[src/rtl/toggle_event_decoder.sv]
// toggle_event_decoder: receives a toggle-encoded event line. It synchronises
// t_in, emits one event_pulse per level change, counts events (with a sticky
// wrap flag) and flags a line that has stopped toggling while enabled.
//
// Handshake note: there is no valid/ready pair here. t_in is a level-change
// stream with no back-pressure, and every detected change is reported on
// event_pulse for exactly one clock. Downstream logic must take event_pulse
// on the cycle it is high; nothing is held or queued.
module toggle_event_decoder #(
  parameter int SYNC_STAGES = 2,
  parameter int CNT_W       = 8,
  parameter int TIMEOUT     = 16
) (
  input  logic             clk,
  input  logic             reset,
  input  logic             t_in,
  input  logic             enable,
  input  logic             clear,
  output logic             level,
  output logic             event_pulse,
  output logic [CNT_W-1:0] event_count,
  output logic             overflow,
  output logic             stuck,
  output logic [1:0]       state_dbg
);

  localparam int IDLE_W = $clog2(TIMEOUT + 1);
  localparam int WAIT_W = $clog2(SYNC_STAGES + 1);

  typedef enum logic [1:0] {
    WAIT_REF = 2'd0,
    ACTIVE   = 2'd1,
    STUCK    = 2'd2
  } state_t;

  state_t                 state_q, state_d;
  logic [SYNC_STAGES-1:0] sync_q;
  logic                   prev_q;
  logic [WAIT_W-1:0]      wait_q, wait_d;
  logic [IDLE_W-1:0]      idle_q, idle_d;
  logic [CNT_W-1:0]       count_q, count_d;
  logic                   ovf_q, ovf_d;
  logic                   stuck_q, stuck_d;
  logic                   pulse_q, pulse_d;
  logic                   edge_det;

  // Synchroniser on the asynchronous event line; prev lags it by one cycle so
  // any level change shows up as a single-cycle edge_det.
  always_ff @(posedge clk or negedge reset) begin
    if (!reset) begin
      sync_q <= '0;
      prev_q <= 1'b0;
    end else begin
      sync_q <= {sync_q[SYNC_STAGES-2:0], t_in};
      prev_q <= sync_q[SYNC_STAGES-1];
    end
  end

  assign level    = sync_q[SYNC_STAGES-1];
  assign edge_det = level ^ prev_q;

  // State and datapath registers, all loaded from the next-state logic.
  always_ff @(posedge clk or negedge reset) begin
    if (!reset) begin
      state_q <= WAIT_REF;
      wait_q  <= '0;
      idle_q  <= '0;
      count_q <= '0;
      ovf_q   <= 1'b0;
      stuck_q <= 1'b0;
      pulse_q <= 1'b0;
    end else begin
      state_q <= state_d;
      wait_q  <= wait_d;
      idle_q  <= idle_d;
      count_q <= count_d;
      ovf_q   <= ovf_d;
      stuck_q <= stuck_d;
      pulse_q <= pulse_d;
    end
  end

  // Next-state logic. WAIT_REF lets the sync chain and prev settle on the
  // real line level after reset so an idle-high line yields no false event.
  // clear is applied last so it wins over a same-cycle count.
  always_comb begin
    state_d = state_q;
    wait_d  = wait_q;
    idle_d  = idle_q;
    count_d = count_q;
    ovf_d   = ovf_q;
    stuck_d = stuck_q;
    pulse_d = 1'b0;

    case (state_q)
      WAIT_REF: begin
        if (wait_q == WAIT_W'(SYNC_STAGES)) begin
          state_d = ACTIVE;
        end else begin
          wait_d = wait_q + 1'b1;
        end
      end
      ACTIVE, STUCK: begin
        if (enable) begin
          if (edge_det) begin
            pulse_d = 1'b1;
            count_d = count_q + 1'b1;
            if (count_q == {CNT_W{1'b1}}) begin
              ovf_d = 1'b1;
            end
            idle_d  = '0;
            stuck_d = 1'b0;
            state_d = ACTIVE;
          end else if (state_q == ACTIVE) begin
            idle_d = idle_q + 1'b1;
            if (idle_d == IDLE_W'(TIMEOUT)) begin
              stuck_d = 1'b1;
              state_d = STUCK;
            end
          end
        end else begin
          // Disabled: level is still tracked via prev, idle time is not.
          idle_d = '0;
        end
      end
      default: begin
        state_d = WAIT_REF;
      end
    endcase

    if (clear) begin
      count_d = '0;
      ovf_d   = 1'b0;
      stuck_d = 1'b0;
      idle_d  = '0;
      if (state_d == STUCK) begin
        state_d = ACTIVE;
      end
    end
  end

  assign event_pulse = pulse_q;
  assign event_count = count_q;
  assign overflow    = ovf_q;
  assign stuck       = stuck_q;
  assign state_dbg   = state_q;

endmodule
[config.mk]
export PLATFORM = sky130hd
export DESIGN_NAME = toggle_event_decoder
export DESIGN_NICKNAME = d
export VERILOG_FILES = /design/src/rtl/toggle_event_decoder.sv
export SDC_FILE = /design/constraint.sdc
export NUM_CORES = 1
export LEC_CHECK = 0
export CAP_MARGIN = 20
export CORE_MARGIN = 4
export CORE_UTILIZATION = 45
export CTS_CLUSTER_SIZE = 8
export DETAILED_ROUTE_END_ITERATION = 7
export PLACE_DENSITY_LB_ADDON = 0.08
export SLEW_MARGIN = 5
export SYNTH_ARGS = -nofsm -noshare
export SYNTH_HDL_FRONTEND = slang
export SYNTH_SLANG_ARGS = --single-unit
[constraint.sdc]
create_clock -name clk -period 1.8 [get_ports clk]
set_input_delay 0.36 -clock clk [delete_from_list [all_inputs] [get_ports clk]]
set_output_delay 0.36 -clock clk [all_outputs]
set_load 0.02 [all_outputs]
==> run_results.csv, run 1 <==
group,metric,value,unit
status,status,"complete, no violations",
cts,cts_buffers,3,
drt,wirelength,2300,um
cells_and_area,design_area,1410,um^2
cells_and_area,final_common_cell,"dfrtp_1",
timing,final.period_utilization,0.955,
floorplan,die_h,58.1,um
worst_setup_path,cp.required,1.44,ns
timing,setup_tns,0,ns
cts,htreeDepth,1,
timing,tightest_slew,0.303,ns
cts,clock_path_buffers,2,
worst_setup_path,crit_type,"reg -> out",
worst_setup_path,start_kind,"flip-flop",
yosys,yosysWarnings,0,
cells_and_area,postLayoutCoreUtil,0.612,
cells_and_area,insertedDiodeCount,0,
cts,clock_sink_count,23,
yosys,synth_seq_area_share,0.509,
worst_setup_path,cp-end-kind,"primary output",
yosys,async_reset_ff_frac,1.00,
timing,fin_skew,0.00128,ns
cells_and_area,multi_input_area,519,um^2
floorplan,start_util,0.492,
cells_and_area,seq_area,576,um^2
worst_setup_path,arrival,1.36,ns
min_path,hp-class,"reg -> reg",
floorplan,pin_count,19,
yosys,syn_area,1130,um^2
timing,drv_slew,0,
cells_and_area,final_cell_count_no_fill,160,
timing,slew_headroom,0.795,
global_route,grt_pass1_wl,3950,um
yosys,synth_edf_count,0,
global_route,grt_pass1_vias,846,
drt,drc,0,
cts,cts_setup_buffers,0,
yosys,synthCells,109,
timing,setup_viol,0,
cts,cts_hold_buf,0,
cts,root_buffer,"clkbuf_4",
global_route,grt_usage,0.151,
yosys,synth.net_count,120,
floorplan,core,2300,um^2
global_route,grt_antenna_before_repair,0,
placed_design,hpwl,1670,um
worst_setup_path,critical-path-slowest-cell,"clkdlybuf4s50_1",
drt,dr.pass1.iters,4,
floorplan,die_area,3380,um^2
timing,fin_crit,1.72,ns
floorplan,rows,17,
cts,clkSlewWorstSetupHoldPaths,0.12,ns
drt,vias,899,
yosys,avgSynthCellArea,10.4,um^2
cts,cts_tree,"done",
cells_and_area,fill_cells,203,
drt,avgViaCountPerCell,5.62,
worst_setup_path,crit_family,"buffers and inverters",
placed_design,routabilityCongestion,0.764,
pwr,powerDensity,611,nW/um^2
timing,finalHoldViolCount,0,
pwr,power_leakage,0.000690,uW
yosys,ys.flop_type,"dfrtp_1",
drt,drt_iter0_markers,9,
worst_setup_path,path_max_fanout,4,
cells_and_area,area_growth,24.3,%
yosys,ys_ff_latch,23,
worst_setup_path,critPathMaxStageDelay,0.63,ns
timing,rsz0062_at_grt,"false",
cts,clk_latency,0.31,ns
placed_design,io_buffers,18,
timing,max_freq,582,MHz
floorplan,chipWidth,58.1,um
job,cap_violations,0,
placed_design,placedCellCount,156,
worst_setup_path,critPathBufInv,1,
worst_setup_path,crit_path_cell_trace,"clkdlybuf4s50_1",
drt,wl_per_cell,14.4,um
placed_design,post_dp_cell_area,1370,um^2
cells_and_area,final_cell_mix,"dfrtp_1, clkdlybuf4s50_1, nor2_1",
cells_and_area,nets,144,
drt,ant_nets,0,
cells_and_area,drive_gt1_frac,0.0985,
pwr,vdd_drop_max,0.478,mV
yosys,ys_types,34,
global_route,grt_max_degree,24,
global_route,gr-total-overflow,0,
[cell families after synthesis]
| kind of cell | share of synthesized area |
|---|---|
| flops | 0.509 |
| xor+xnor | 0.0763 |
| fa+ha+maj | 0.0664 |
| simple gates | 0.170 |
| mux | 0.00885 |
| buf+inv | 0.0343 |
| compound gates | 0.135 |
[state kept, by name (all words and copies together), names as in the netlist, 2 cells and up]
signal and count:
event_count 8, state_dbg 2, sync_q 2, idle_q 5, wait_q 2
[report_power, final]
group	switching [uW]	total [uW]	internal, uW
combinational	49.9	89.8	39.9
clock	148	232	83.1
sequential	11.8	539	527
total	210	860	650
[repair_timing]
item | in CTS | in global routing
endpoints found under the setup margin | 2 | 6
resized for setup | 2 | 5
endpoints found under the hold margin | 0 | 0
[metrics by stage]
stage | hold WS [ns] | power, uW | setup slack (ns)
after floorplan | 0.0644 | 590 | 0.104
after global placement | 0.339 | 640 | 0.0626
after detailed placement | 0.347 | 642 | 0.0366
after CTS | 0.376 | 872 | 0.0132
after global routing | 0.381 | 907 | 0.00240
final | 0.371 | 860 | 0.0817
[layer usage]
metal | GRT usage | vias to the layer above | wire, um
li1 | - | 438 | -
met1 | 0.221 | 438 | 1160
met2 | 0.219 | 18 | 1020
met3 | 0.0401 | 5 | 95
met4 | 0.0397 | 0 | 25
met5 | 0 | - | 0
[synthesized netlist by cell type, types with 2 or more instances]
cell      n  area share
inv_1     5       0.017
and4_1    2       0.015
a21oi_1   5       0.022
dfrtp_1  23        0.51
xor2_1    6       0.046
o21ai_0   8       0.035
o31ai_1   2       0.013
ha_1      6       0.066
nand4_1   6       0.033
nand2_1   9       0.030
o22ai_1   2       0.011
nand3_1   2      0.0088
xnor2_1   2       0.015
nor2_1   11       0.037
[layout make-up]
class,count,share of cell area
inverters,5,0.0133
clock buffers,3,0.0160
repair buffers,22,0.164
multi-input cells,78,0.369
well taps,28,0.0249
clock inverters,1,0.00356
flip-flops and latches,23,0.409
[final timing paths]
path	startpoint	to	cells after the start	slack, ns
max	state_dbg[1]	state_dbg[1]	1	0.08
min	sync_q[0]	sync_q[1]	0	0.37
max reg2reg	state_dbg[0]	overflow	8	0.11
min reg2reg	sync_q[0]	sync_q[1]	0	0.37
max in group asynchronous	reset	stuck	2	1.18
min in group asynchronous	reset	idle_q[2]	2	0.39
Power figures use the tool's default switching activity.
==> inputs of run 2 (changes only) <==
Settings changed: ABC_AREA set to 1, GPL_ROUTABILITY_DRIVEN set to 0.
==> run 2 against run 1 <==
  * Utilization shrank 1.3 points
  * Clock skew hardly changed
  * Combinational power increased by 19%
  * Area after synthesis increased by 11%
  * Critical path type unchanged
  * Critical endpoint is now event_count[5]
==> run_results.csv, run 2 <==
group,metric,value,unit
timing,slew_headroom,0.810,
cells_and_area,largest_reg_flops,8,
cts,cts_buffers,3,
drt,ant_nets,0,
yosys,synth_top_family_by_area,"simple AND/OR/NAND/NOR gates",
timing,setup_tns,0,ns
job,cap_violations,0,
worst_setup_path,cp.required,1.44,ns
global_route,grt_pass1_wl,4470,um
worst_setup_path,cp-end-kind,"primary output",
timing,fin_crit,1.72,ns
placed_design,hpwl,1930,um
floorplan,core,2570,um^2
yosys,synth_edf_count,0,
global_route,grt_pass1_vias,1015,
yosys,synthMuxAreaShare,0,
cts,clkSlewWorstSetupHoldPaths,0.13,ns
cts,clock_path_buffers,2,
min_path,min-delay-start,"sync_q[0]",
yosys,synth.net_count,165,
yosys,ys_types,25,
timing,drv_slew,0,
cells_and_area,area_growth,22.4,%
worst_setup_path,crit_path_cell_trace,"clkdlybuf4s50_1",
global_route,grt_max_degree,24,
placed_design,io_buffers,18,
cts,root_buffer,"clkbuf_4",
worst_setup_path,arrival,1.36,ns
yosys,synthTopCellsByCount,"nand2_1, inv_1, dfrtp_1",
yosys,synthCells,154,
worst_setup_path,r2r_start,"state_dbg[1]",
pwr,power_leakage,0.000793,uW
worst_setup_path,r2r_end,"event_count[2]",
worst_setup_path,critPathMaxStageDelay,0.63,ns
cells_and_area,insertedDiodeCount,0,
yosys,synth_seq_area_share,0.458,
drt,wirelength,2580,um
timing,rsz0062_at_grt,"false",
yosys,yosys.area_share.simple,0.239,
worst_setup_path,critPathBufInv,1,
yosys,async_reset_ff_frac,1.00,
timing,fin_skew,0.00114,ns
drt,drt_iter0_markers,38,
status,status,"complete, no violations",
pwr,powerDensity,575,nW/um^2
yosys,avgSynthCellArea,8.17,um^2
cells_and_area,final_common_cell,"nand2_1",
cells_and_area,fill_cells,238,
drt,dr.pass1.iters,4,
timing,finalHoldViolCount,0,
worst_setup_path,start_kind,"flip-flop",
floorplan,pin_count,19,
yosys,ys.flop_type,"dfrtp_1",
yosys,yosysWarnings,0,
floorplan,die_h,60.9,um
worst_setup_path,crit_start,"event_count[5]",
global_route,gr-total-overflow,0,
worst_setup_path,crit_family,"buffers and inverters",
worst_setup_path,rr_worst_depth,10,
yosys,yosysMostFrequentCell,"nand2_1",
min_path,hp-class,"reg -> reg",
floorplan,start_util,0.490,
cells_and_area,design_area,1540,um^2
pwr,vdd_drop_max,0.387,mV
worst_setup_path,ff2ff_setup_slack,0.17,ns
cts,clk_latency,0.30,ns
global_route,grt_antenna_before_repair,0,
yosys,synth-adder-area-share,0.0597,
cells_and_area,final_cell_mix,"nand2_1, inv_1, dfrtp_1",
yosys,yosys.area.top_type,"dfrtp_1",
cts,cts_tree,"done",
timing,timing.hold.ws,0.371,ns
worst_setup_path,path_max_fanout,4,
cts,cts_setup_buffers,0,
timing,tightest_slew,0.285,ns
cts,htreeDepth,1,
cts,clock_sink_count,23,
yosys,syn_area,1260,um^2
placed_design,post_dp_cell_area,1500,um^2
cells_and_area,nets,192,
yosys,netlist.area_leader.share,0.458,
timing,setup_viol,0,
drt,vias,1063,
yosys,synth_compound_area_frac,0.112,
floorplan,rows,18,
yosys,ys_ff_latch,23,
drt,wl_per_cell,12.3,um
yosys,yosys-top-cells-area,"dfrtp_1, nand2_1, inv_1, ha_1, nand3_1",
timing,max_freq,580,MHz
worst_setup_path,cp.depth,1,
yosys,synth_xor_area_frac,0.0348,
drt,drc,0,
worst_setup_path,crit_type,"reg -> out",
timing,final.period_utilization,0.958,
drt,avgViaCountPerCell,5.06,
floorplan,die_area,3700,um^2
worst_setup_path,cp-endpoint,"event_count[5]",
worst_setup_path,critical-path-slowest-cell,"clkdlybuf4s50_1",
cells_and_area,drive_gt1_frac,0.100,
global_route,grt_usage,0.161,
floorplan,chipWidth,60.9,um
-- run 2: changes by cell type in the layout (fill, tap and decap cells not counted), sizes merged, moves of 3 or more --
cell,delta
nand2,+25
inv,+24
nand3,+12
o21ai,+6
nand4,-3
-- run 2: final cells by class --
class / count / area, um^2 / area share
well taps: 30 / 37.5 / 0.0244
multi-input cells: 101 / 561 / 0.364
flip-flops and latches: 23 / 576 / 0.374
repair buffers: 23 / 228 / 0.148
clock buffers: 4 / 26.3 / 0.0171
inverters: 29 / 111 / 0.0724
-- run 2: logic make-up after synthesis --
kind of cell | Yosys count
AO/OA/AOI/OAI | 25
XOR/XNOR | 5
adder cells (fa/ha/maj) | 6
buffers and inverters | 30
flip-flops | 23
AND/OR/NAND/NOR | 65
-- run 2: layer usage --
| metal | vias up | GRT usage | routed length, um |
|---|---|---|---|
| met4 | 0 | 0.0464 | 22 |
| met1 | 496 | 0.223 | 1230 |
| li1 | 546 | - | - |
| met2 | 19 | 0.258 | 1240 |
| met5 | - | 0 | 0 |
| met3 | 2 | 0.0277 | 92 |
-- run 2: worst min path at each step --
stage	endpoint	slack (ns)	cells past startpoint
floorplan	event_count[0]	0.06	0
global placement	sync_q[1]	0.34	0
detailed placement	sync_q[1]	0.35	0
CTS	sync_q[1]	0.38	2
global route	idle_q[0]	0.39	2
finish	sync_q[1]	0.37	0
-- run 2: timing repair --
action | CTS | global route
setup endpoints to repair | 0 | 9
resized for setup | 0 | 6
hold buffers | 0 | 0
endpoints found under the hold margin | 0 | 0
-- run 2: report_power, final --
| group | internal [uW] | switching (uW) |
|---|---|---|
| Clock | 86.3 | 153 |
| Sequential | 529 | 10.6 |
| Combinational | 43.3 | 63.5 |
| Total | 659 | 227 |
-- run 2: through the flow --
stage	total power [uW]	cells	utilization	worst slack (ns)
after floorplan	600	154	-	0.136
after global placement	653	206	0.585	0.101
after detailed placement	656	206	0.585	0.0238
after CTS	901	210	0.595	0.0104
after global routing	942	210	0.599	0.00103
final	886	210	0.599	0.0759
==> inputs of run 3 (changes only) <==
Settings changed: CELL_PAD_IN_SITES_DETAIL_PLACEMENT set to 1, CELL_PAD_IN_SITES_GLOBAL_PLACEMENT set to 1, CORE_UTILIZATION 45 to 39, GPL_TIMING_DRIVEN set to 0.
==> run 3 against run 2 <==
  * Via count about the same
  * Clock power rose by 5%
  * Setup slack improved by 0.0099 ns
  * Power is 1.9% higher
  * Routed wire length increased by 14%
  * Largest cell class unchanged
  * Non-clock buffer count down 1
  * Largest power group unchanged
  * Maximum frequency increased by 0.58%
  * Flip-flop and latch count stayed put
  * Critical path depth did not move
  * Combinational power grew 5%
  * First-iteration DRC count shrank 7.9%
==> run_results.csv, run 3 (synthesis results as in run 2) <==
group,metric,value,unit
status,status,"complete, no violations",
worst_setup_path,path_max_fanout,4,
cells_and_area,fill_cells,384,
timing,setup_viol,0,
global_route,grt_pass1_wl,5240,um
cells_and_area,design_area,1570,um^2
placed_design,io_buffers,17,
drt,vias,1064,
worst_setup_path,r2r_end,"state_dbg[1]",
placed_design,post_dp_cell_area,1480,um^2
global_route,gr-total-overflow,0,
worst_setup_path,cp.depth,1,
cts,htreeDepth,1,
floorplan,chipWidth,64.8,um
cells_and_area,nets,191,
drt,avgViaCountPerCell,4.77,
drt,wirelength,2940,um
timing,fin_crit,1.71,ns
worst_setup_path,crit_family,"buffers and inverters",
timing,rsz0062_at_grt,"true",
global_route,grt_pass1_vias,1152,
cts,clock_sink_count,23,
cells_and_area,final_cell_count_no_fill,223,
cts,clock_path_buffers,2,
cells_and_area,area_growth,24.5,%
floorplan,start_util,0.409,
global_route,grt_usage,0.160,
worst_setup_path,r2r_start,"state_dbg[1]",
cts,clkSlewWorstSetupHoldPaths,0.13,ns
global_route,grt_antenna_before_repair,0,
floorplan,rows,20,
drt,drt_iter0_markers,35,
cells_and_area,final_cell_mix,"nand2_1, inv_1, dfrtp_1",
drt,ant_nets,0,
cells_and_area,largest_reg_flops,8,
worst_setup_path,critPathMaxStageDelay,0.62,ns
worst_setup_path,arrival,1.35,ns
worst_setup_path,rr_worst_depth,10,
floorplan,core,3080,um^2
cells_and_area,final_common_cell,"nand2_1",
worst_setup_path,cp.required,1.44,ns
placed_design,hpwl,2260,um
timing,slew_headroom,0.804,
timing,drv_slew,0,
worst_setup_path,critPathBufInv,1,
worst_setup_path,start_kind,"flip-flop",
worst_setup_path,crit_type,"reg -> out",
floorplan,pin_count,19,
timing,max_freq,583,MHz
worst_setup_path,critical-path-slowest-cell,"clkdlybuf4s50_1",
placed_design,placedCellCount,215,
timing,fin_skew,0.00697,ns
drt,dr.pass1.iters,4,
worst_setup_path,ff2ff_setup_slack,0.12,ns
cells_and_area,drive_gt1_frac,0.101,
worst_setup_path,crit_path_cell_trace,"clkdlybuf4s50_1",
pwr,vdd_drop_max,0.216,mV
drt,wl_per_cell,13.2,um
cts,cts_hold_buf,0,
timing,timing.hold.ws,0.244,ns
floorplan,die_h,64.8,um
cts,clk_latency,0.32,ns
global_route,grt_max_degree,24,
floorplan,die_area,4200,um^2
pwr,powerDensity,577,nW/um^2
timing,tightest_slew,0.291,ns
pwr,power_leakage,0.000855,uW
job,cap_violations,0,
cts,root_buffer,"clkbuf_4",
cts,cts_buffers,3,
min_path,hp-class,"in -> async",
cells_and_area,insertedDiodeCount,0,
drt,drc,0,
timing,finalHoldViolCount,0,
cells_and_area,postLayoutCoreUtil,0.509,
cts,cts_tree,"done",
worst_setup_path,cp-end-kind,"primary output",
timing,final.period_utilization,0.952,
==> run 3: report_power, final <==
group	internal, uW	switching [uW]	leakage [uW]	total (uW)
registers	529	9.67	0.000299	539
logic	45.6	66.7	0.000540	112
clock network	86.9	165	0.0000150	252
total	662	241	0.000855	903
==> run 3: final cells by class <==
| cell class | instances | area [um^2] | share of cell area |
|---|---|---|---|
| tap | 44 | 55.1 | 0.0352 |
| clock buffer | 4 | 26.3 | 0.0168 |
| timing repair buffer | 21 | 219 | 0.140 |
| multi-input combinational | 101 | 566 | 0.361 |
| inverter | 29 | 111 | 0.0711 |
| buffer | 1 | 11.3 | 0.00719 |
| sequential | 23 | 577 | 0.369 |
==> run 3: timing repair <==
item | 4_1_cts | 5_1_grt
endpoints found under the setup margin | 3 | 15
pin swaps | 0 | 1
hold endpoints to repair | 0 | 0
buffers inserted | 0 | 3
gates resized for setup | 3 | 9
==> run 3: layer usage <==
layer | up-vias | track usage | share of wire
met3 | 5 | 0.0399 | 0.028
met1 | 506 | 0.199 | 0.48
met5 | - | 0 | 0
li1 | 541 | - | -
met4 | 0 | 0.0475 | 0.014
met2 | 12 | 0.271 | 0.48
==> run 3: how the worst max path moves through the flow <==
stage | start | end | slack (ns)
3_5_place_dp | enable | event_count[2] | -0.04
2_1_floorplan | state_dbg[1] | event_count[2] | 0.14
3_3_place_gp | enable | event_count[2] | -0.01
5_1_grt | state_dbg[1] | event_count[2] | -0.04
4_1_cts | state_dbg[0] | event_count[2] | 0.006
6_report | sync_q[1] | level | 0.09
==> run 3: metrics by stage <==
step / worst slack, ns / total power (uW) / TNS (ns)
final: 0.0859 / 903 / 0
after global routing: -0.0384 / 957 / -0.0547
after CTS: 0.00643 / 910 / 0
after detailed placement: -0.0404 / 650 / -0.0404
after global placement: -0.0144 / 648 / -0.0144
after floorplan: 0.136 / 600 / 0
